<file path="src/rtl/x_23k640_pkg.sv">
// ---------------------------------------------------------------------------
// x_23K640_pkg
// Shared types and constants for the two-requester 23K640 SRAM front-end
// arbiter.
//   arb_state_t : arbiter FSM states (IDLE, GRANT_A, GRANT_B)
//   REQ_A/REQ_B : requester identifiers held in last_q / rd_owner_q
//   next_addr   : sequential-address helper (16-bit wrap) for burst hops
// ---------------------------------------------------------------------------
package x_23K640_pkg;

  typedef enum logic [1:0] {
    IDLE    = 2'd0,
    GRANT_A = 2'd1,
    GRANT_B = 2'd2
  } arb_state_t;

  localparam logic REQ_A = 1'b0;
  localparam logic REQ_B = 1'b1;

  // Address that continues a burst from addr; wraps 0xFFFF -> 0x0000.
  function automatic logic [15:0] next_addr(input logic [15:0] addr);
    return addr + 16'd1;
  endfunction

endpackage

</file>
<file path="src/rtl/x_23k640_sck_gen.sv">
// ---------------------------------------------------------------------------
// x_23K640_sck_gen
// SPI clock divider. An 8-bit counter runs 0..CLK_DIV-1; the last count
// raises o_advance for one cycle and toggles o_sck, so o_sck has a period of
// 2*CLK_DIV i_clk cycles. With CLK_DIV=1 o_advance is high every cycle.
// Ports:
//   i_clk     : system clock, rising edge
//   i_rst     : asynchronous active-high reset
//   o_advance : one-cycle pulse at each SCK half-period boundary
//   o_sck     : divided serial clock, 0 out of reset
// Parameter CLK_DIV : i_clk cycles per SCK half-period, 1..255.
// ---------------------------------------------------------------------------
module x_23K640_sck_gen #(
  parameter int unsigned CLK_DIV = 4
) (
  input  logic i_clk,
  input  logic i_rst,
  output logic o_advance,
  output logic o_sck
);

  localparam logic [7:0] LAST_CNT = 8'(CLK_DIV - 1);

  logic [7:0] cnt_q, cnt_d;
  logic       sck_q, sck_d;
  logic       wrap;

  always_comb begin
    wrap  = (cnt_q == LAST_CNT);
    cnt_d = wrap ? 8'd0 : cnt_q + 8'd1;
    sck_d = sck_q ^ wrap;
  end

  always_ff @(posedge i_clk or posedge i_rst) begin
    if (i_rst) begin
      cnt_q <= 8'd0;
      sck_q <= 1'b0;
    end else begin
      cnt_q <= cnt_d;
      sck_q <= sck_d;
    end
  end

  // With CLK_DIV=1 the reset count already equals the wrap value, so the
  // pulse is masked explicitly to keep the output low during reset.
  assign o_advance = wrap & ~i_rst;
  assign o_sck     = sck_q;

endmodule

</file>
<file path="src/rtl/x_23k640_arb.sv">
// ---------------------------------------------------------------------------
// x_23k640_arb
// Two-requester (a, b) round-robin arbiter in front of a 23K640 SPI SRAM
// engine, plus the engine's SCK divider.
// Ports:
//   i_clk, i_rst                     : clock / asynchronous active-high reset
//   i_p_valid/_rd_n_wr/_addr/_wdata  : request from requester p (a, b), held
//                                      stable until o_p_accept
//   o_p_accept                       : engine accepted p's request
//   o_p_ready, o_p_rdata             : read data return for p
//   o_advance, o_sck                 : divider outputs for the engine
//   o_valid/_rd_n_wr/_addr/_wdata    : granted request towards the engine
//   i_accept                         : engine takes the presented request
//   i_ready, i_rdata                 : engine read data return
// Optional build macro X_23K640_ARB_STICKY_EN: an idle decision re-grants
// the last-served requester when its new request continues the previous
// access (same direction, address + 1), so engine burst hops are not broken
// up by the other requester.
// ---------------------------------------------------------------------------
module x_23k640_arb
  import x_23K640_pkg::*;
#(
  parameter int unsigned CLK_DIV = 4
) (
  input  logic        i_clk,
  input  logic        i_rst,
  // requester a
  input  logic        i_a_valid,
  output logic        o_a_accept,
  input  logic        i_a_rd_n_wr,
  input  logic [15:0] i_a_addr,
  input  logic [7:0]  i_a_wdata,
  output logic        o_a_ready,
  output logic [7:0]  o_a_rdata,
  // requester b
  input  logic        i_b_valid,
  output logic        o_b_accept,
  input  logic        i_b_rd_n_wr,
  input  logic [15:0] i_b_addr,
  input  logic [7:0]  i_b_wdata,
  output logic        o_b_ready,
  output logic [7:0]  o_b_rdata,
  // engine side
  output logic        o_advance,
  output logic        o_sck,
  output logic        o_valid,
  input  logic        i_accept,
  output logic        o_rd_n_wr,
  output logic [15:0] o_addr,
  output logic [7:0]  o_wdata,
  input  logic        i_ready,
  input  logic [7:0]  i_rdata
);

  arb_state_t  grant_q, grant_d;
  logic        last_q, last_d;
  logic        rd_owner_q, rd_owner_d;
  logic [15:0] last_addr_q, last_addr_d;
  logic        last_rd_q, last_rd_d;
  logic        a_hop, b_hop;

  x_23K640_sck_gen #(
    .CLK_DIV (CLK_DIV)
  ) u_sck_gen (
    .i_clk     (i_clk),
    .i_rst     (i_rst),
    .o_advance (o_advance),
    .o_sck     (o_sck)
  );

  // Burst-continuation detection for the last-served requester.
`ifdef X_23K640_ARB_STICKY_EN
  assign a_hop = (last_q == REQ_A) && i_a_valid && (i_a_rd_n_wr == last_rd_q)
                 && (i_a_addr == next_addr(last_addr_q));
  assign b_hop = (last_q == REQ_B) && i_b_valid && (i_b_rd_n_wr == last_rd_q)
                 && (i_b_addr == next_addr(last_addr_q));
`else
  assign a_hop = 1'b0;
  assign b_hop = 1'b0;
`endif

  always_comb begin
    grant_d     = grant_q;
    last_d      = last_q;
    rd_owner_d  = rd_owner_q;
    last_addr_d = last_addr_q;
    last_rd_d   = last_rd_q;
    o_valid     = 1'b0;
    o_rd_n_wr   = 1'b0;
    o_addr      = 16'd0;
    o_wdata     = 8'd0;
    o_a_accept  = 1'b0;
    o_b_accept  = 1'b0;

    case (grant_q)
      IDLE: begin
        if (a_hop) begin
          grant_d = GRANT_A;
        end else if (b_hop) begin
          grant_d = GRANT_B;
        end else if (i_a_valid && i_b_valid) begin
          // Tie: the requester not served last wins.
          grant_d = (last_q == REQ_A) ? GRANT_B : GRANT_A;
        end else if (i_a_valid) begin
          grant_d = GRANT_A;
        end else if (i_b_valid) begin
          grant_d = GRANT_B;
        end
      end

      GRANT_A: begin
        o_valid    = i_a_valid;
        o_rd_n_wr  = i_a_rd_n_wr;
        o_addr     = i_a_addr;
        o_wdata    = i_a_wdata;
        o_a_accept = i_accept;
        if (i_accept) begin
          grant_d     = IDLE;
          last_d      = REQ_A;
          last_addr_d = i_a_addr;
          last_rd_d   = i_a_rd_n_wr;
          if (i_a_rd_n_wr) rd_owner_d = REQ_A;
        end else if (!i_a_valid) begin
          // Requester withdrew without an accept: drop the grant.
          grant_d = IDLE;
        end
      end

      GRANT_B: begin
        o_valid    = i_b_valid;
        o_rd_n_wr  = i_b_rd_n_wr;
        o_addr     = i_b_addr;
        o_wdata    = i_b_wdata;
        o_b_accept = i_accept;
        if (i_accept) begin
          grant_d     = IDLE;
          last_d      = REQ_B;
          last_addr_d = i_b_addr;
          last_rd_d   = i_b_rd_n_wr;
          if (i_b_rd_n_wr) rd_owner_d = REQ_B;
        end else if (!i_b_valid) begin
          grant_d = IDLE;
        end
      end

      default: grant_d = IDLE;
    endcase
  end

  always_ff @(posedge i_clk or posedge i_rst) begin
    if (i_rst) begin
      grant_q     <= IDLE;
      last_q      <= REQ_B;
      rd_owner_q  <= REQ_A;
      last_addr_q <= 16'd0;
      last_rd_q   <= 1'b0;
    end else begin
      grant_q     <= grant_d;
      last_q      <= last_d;
      rd_owner_q  <= rd_owner_d;
      last_addr_q <= last_addr_d;
      last_rd_q   <= last_rd_d;
    end
  end

  // Read return is steered by the owner of the last accepted read; data is
  // broadcast. Both are forced low while reset is held.
  assign o_a_ready = ~i_rst & i_ready & (rd_owner_q == REQ_A);
  assign o_b_ready = ~i_rst & i_ready & (rd_owner_q == REQ_B);
  assign o_a_rdata = i_rst ? 8'd0 : i_rdata;
  assign o_b_rdata = i_rst ? 8'd0 : i_rdata;

endmodule
</file>
<file path="config.mk">
export PLATFORM = sky130hd
export DESIGN_NAME = x_23k640_arb
export DESIGN_NICKNAME = d
export VERILOG_FILES = /design/src/rtl/x_23k640_pkg.sv /design/src/rtl/x_23k640_sck_gen.sv /design/src/rtl/x_23k640_arb.sv
export SDC_FILE = /design/constraint.sdc
export NUM_CORES = 1
export LEC_CHECK = 0
export CORE_UTILIZATION = 31
export CTS_CLUSTER_DIAMETER = 80
export DETAILED_ROUTE_END_ITERATION = 8
export GPL_ROUTABILITY_DRIVEN = 0
export GPL_TIMING_DRIVEN = 0
export PLACE_DENSITY = 0.88
export SLEW_MARGIN = 5
export SYNTH_ARGS = -nofsm -noshare
export SYNTH_HDL_FRONTEND = slang
export SYNTH_SLANG_ARGS = --single-unit
</file>
<file path="constraint.sdc">
create_clock -name i_clk -period 1.7 [get_ports i_clk]
set_input_delay 0.255 -clock i_clk [delete_from_list [all_inputs] [get_ports i_clk]]
set_output_delay 0.255 -clock i_clk [all_outputs]
set_load 0.1 [all_outputs]
</file>
==> metrics.md, run 1 <==
| Metric | Value |
|---|---|
| Yosys warns | `0` |
| HPWL after detailed placement | `3553 um` |
| Seq/Total Area, Yosys | `0.2669` |
| GR Overflow Total | `40` |
| Top FF cell, synth | `dfrtp_1` |
| Outcome | `did not finish` |
| Num CTS Buffers | `3` |
| Synth area leader | `dfrtp_1` |
| Exit stage | `global routing (5_1_grt)` |
| WEP type | `top-level output` |
| Yosys cell types | `29` |
| Commonest cells post-synth | `nor2b_1, a22oi_1, dfrtp_1` |
| Syn_nets | `214` |
| Die W | `64.83 um` |
| Bufs on Longest Clock Path | `2` |
| Cell row count | `22` |
| FFs w/ async S/R, synth | `1.000` |
| Clk root buf | `clkbuf_8` |
| Htree depth | `1` |
| Avg Inst Size Synth | `8.498 sq um` |
| Dpl ws | `-1.057 ns` |
| Worst-path endpoint after global-route repair_timing | `o_addr[6]` |
| Clk sinks | `13` |
| Synth top area share | `0.2454` |
| Error msg | `[ERROR GRT-0232] Routing congestion too high. Check the congestion heatmap in the GUI.` |
| Mapped Area | `1224 sq um` |
| Top-level I/O count | `112` |
| FF+latch count, synth | `13` |
| Die Span Y | `64.83 um` |
| Most frequent cell after synthesis | `nor2b_1` |
| Initial Utilization | `0.3293` |
| Largest cells by area after synthesis | `dfrtp_1, nor2b_1, a22oi_1` |
| GRT Util Overall | `0.6942` |
| Synth Instances | `144` |
| EDFF count, synth | `0` |
| Largest net degree at the start of global routing | `14` |
| Input/output buffers | `111` |
==> routing by layer <==
layer	GRT overflow	GRT usage
met1	0	0.6463
met2	16	0.9258
met3	0	0.4542
met4	24	0.8389
met5	0	0.01389
==> through the flow <==
stage	hold slack [ns]	cell area, sq um	std cells
CTS	0.4299	3457	319
floorplan	0.1363	1767	144
detailed placement	0.4670	2938	303
global placement	0.4594	2938	303
==> repair_timing <==
item	CTS
pin swaps	3
gates cloned	1
buffers inserted	12
hold buffers	0
setup endpoints to repair	48
resized for setup	399
==> cells by family after synthesis <==
| kind of cell | Yosys count | synth area share |
|---|---|---|
| AOI/OAI and AO/OA | 37 | 0.2188 |
| DFF | 13 | 0.2669 |
| adders and majority gates | 6 | 0.06135 |
| xor gates and xnor gates | 7 | 0.05010 |
| buffers and inverters | 23 | 0.1012 |
| and+or+nand+nor | 58 | 0.3016 |
==> run 2: changes to the inputs <==
--- a/config.mk
+++ b/config.mk
@@ -5,12 +5,11 @@
 export SDC_FILE = /design/constraint.sdc
 export NUM_CORES = 1
 export LEC_CHECK = 0
-export CORE_UTILIZATION = 31
-export CTS_CLUSTER_DIAMETER = 80
+export CORE_UTILIZATION = 20
 export DETAILED_ROUTE_END_ITERATION = 8
 export GPL_ROUTABILITY_DRIVEN = 0
 export GPL_TIMING_DRIVEN = 0
-export PLACE_DENSITY = 0.88
+export PLACE_DENSITY_LB_ADDON = 0.15
 export SLEW_MARGIN = 5
 export SYNTH_ARGS = -nofsm -noshare
 export SYNTH_HDL_FRONTEND = slang
==> run 2 against run 1 <==
Against the previous run:
- the flow now finishes, with violations (negative setup slack)
- synthesized area stayed put
- synthesized cell count stayed put
==> metrics.md, run 2 <==
| Metric | Value |
|---|---|
| Total wire length | `4915 um` |
| Worst vdd ir | `1.108 mV` |
| Normalized max-slew margin | `0.6332` |
| CTS tree | `done` |
| Largest Register | `u_sck_gen.cnt_q` |
| Overall die area | `6435 sq um` |
| Routed via count | `1582` |
| Crit path launch type | `register` |
| Die Span Y | `80.22 um (+24%)` |
| Drt drc | `0` |
| Final Max Tran Viols | `0` |
| Max reg flops | `8` |
| Antenna violations before repair | `0` |
| Max_cap viols | `0` |
| Area growth syn-to-layout | `194.2%` |
| Critical Path RT | `1.44 ns` |
| Share of post-route cells with drive strength above 1 | `0.6043` |
| Slew @ Worst Pin | `0.5527 ns` |
| Dpl ws | `-1.082 ns (-0.02496 ns)` |
| CORE AREA | `5921 sq um` |
| Synth Instances | `144 (unchanged)` |
| Bufs on Longest Clock Path | `2 (unchanged)` |
| Seq/Total Area, Yosys | `0.2669 (unchanged)` |
| 1st-iter DRT viols | `42` |
| Hold WC Path Type | `input port to asynchronous set/reset pin` |
| Multi-input logic area | `1211 sq um` |
| Synth area leader | `dfrtp_1` |
| Most frequent cells in the layout | `clkdlybuf4s50_1, buf_12, nor2b_4` |
| Initial Utilization | `0.2067 (-0.1226)` |
| Syn_nets | `214 (unchanged)` |
| Critical path peak fanout | `7` |
| FF+latch count, synth | `13 (unchanged)` |
| Largest cells by area after synthesis | `dfrtp_1, nor2b_1, a22oi_1` |
| Htree depth | `1 (unchanged)` |
| Worst setup margin | `-0.1862 ns` |
| GR Overflow Total | `0` |
| Clk sinks | `13 (unchanged)` |
| Mapped Area | `1224 sq um (unchanged)` |
| GRT Util Overall | `0.1550` |
| Final setup fails | `28` |
| Outcome | `finished, violations left` |
| Commonest cells post-synth | `nor2b_1, a22oi_1, dfrtp_1` |
| Failing checks | `negative setup slack` |
| Worst-Skew Late Latency | `0.24 ns` |
| Final Hold Viols | `0` |
| Yosys warns | `0 (unchanged)` |
| Setup Skew | `0.001126 ns` |
| Largest net degree at the start of global routing | `14` |
| HPWL after detailed placement | `3446 um (-3.0%)` |
| Vias in the first global route | `1682` |
| Yosys cell types | `29 (unchanged)` |
| Pre-antenna DRT Iters | `4` |
| Clk root buf | `clkbuf_8` |
| Static leakage | `0.001445 uW` |
| WS Path Type | `register to output pin` |
| Die W | `80.22 um (+24%)` |
| FFs w/ async S/R, synth | `1.000 (unchanged)` |
| Max Freq | `530.2 MHz` |
| Register area | `332.8 sq um` |
| Cell row count | `28 (+27%)` |
| Fin crit share | `1.110` |
| Nets | `349` |
| Drt via density | `4.482` |
| Top FF cell, synth | `dfrtp_1` |
| Cell Pwr Density | `1635 nW/um^2` |
| Num CTS Buffers | `3 (unchanged)` |
| Input/output buffers | `111 (unchanged)` |
| Tmin final | `1.886 ns` |
| Final ANT Viol Nets | `0` |
| Unrepaired setup endpoints after global routing | `yes` |
| Avg WL per Cell | `13.92 um` |
| Fillers | `489` |
| Hold Slack | `0.1285 ns` |
| Inserted Diodes | `0` |
| Synth top area share | `0.2454 (unchanged)` |
| EDFF count, synth | `0 (unchanged)` |
| Avg Inst Size Synth | `8.498 sq um (unchanged)` |
| Most frequent cell after synthesis | `nor2b_1` |
| Most common cell after layout, fill and taps aside | `clkdlybuf4s50_1` |
| WP data arrival | `1.63 ns` |
| Regs by FF count | `u_sck_gen.cnt_q: 8 flops, grant_q: 2 flops` |
| Clk slew on worst S/H paths | `0.06 ns` |
| First-pass GRT wire length | `7817 um` |
| Top-level I/O count | `112 (unchanged)` |
| Post-CTS Hold Fix Bufs | `0 (unchanged)` |
| Worst setup EP type | `output pin` |
run 2: cell families after synthesis:
kind of cell             count (synthesis)  synth area share
AO/OA/AOI/OAI                           37            0.2188
adder cells (fa/ha/maj)                  6           0.06135
XOR/XNOR                                 7           0.05010
buffers and inverters                   23            0.1012
AND/OR/NAND/NOR                         58            0.3016
flip-flops                              13            0.2669
run 2: final timing paths:
check	startpoint	to	slack (ns)	depth (start not counted)
max	grant_q[1]	o_wdata[2]	-0.19	6
min reg2reg	u_sck_gen.cnt_q[7]	u_sck_gen.cnt_q[7]	0.47	1
min in group i_clk	u_sck_gen.cnt_q[7]	u_sck_gen.cnt_q[7]	0.47	1
min	i_rst	rd_owner_q	0.13	3
max reg2reg	grant_q[1]	grant_q[0]	0.19	5
max in group asynchronous	i_rst	last_q	1.34	3
run 2: routing by layer:
layer  wire, um  GRT usage
met5          0          0
met2       2529     0.2726
met1       1964     0.1813
met4         42    0.05357
met3        379    0.03864
run 2: layout make-up:
type / count / share of cell area
plain buffers: 15 / 0.07091
clock buffers: 3 / 0.01147
clock inverters: 1 / 0.001390
inverters: 6 / 0.008690
multi-input cells: 108 / 0.3365
flip-flops and latches: 13 / 0.09246
well taps: 75 / 0.02607
repair buffers: 132 / 0.4526
run 2: stage by stage:
| step | total power, uW | util | TNS, ns | cells | area (sq um) |
|---|---|---|---|---|---|
| 6_report | 5884 | 0.6080 | -4.229 | 353 | 3600 |
| 5_1_grt | 6124 | 0.6080 | -5.846 | 353 | 3600 |
| 4_1_cts | 5793 | 0.5962 | -4.380 | 349 | 3530 |
| 3_3_place_gp | 4483 | 0.5019 | -43.30 | 330 | 2972 |
| 3_5_place_dp | 4489 | 0.5019 | -43.46 | 330 | 2972 |
| 2_1_floorplan | 3703 | - | -1.508 | 144 | 1767 |
run 2: where the power goes:
group          switching (uW)  internal (uW)
sequential               60.1            367
clock                     118            162
combinational            2780           2400
total                    2960           2930
run 2: repair_timing:
action	CTS	global route
pin swaps	5	5
gates cloned	3	1
gates resized for setup	398	12
buffers inserted	14	3
endpoints found under the setup margin	48	46
run 2: critical path, cell delays in order, from the launching register on:
cell and delay (ns):
dfrtp_2 0.44, buf_6 0.13, ha_4 0.20, buf_4 0.16
a22oi_2 0.21, nor2b_4 0.07, buf_12 0.16
(Power assumes the default switching activity.)
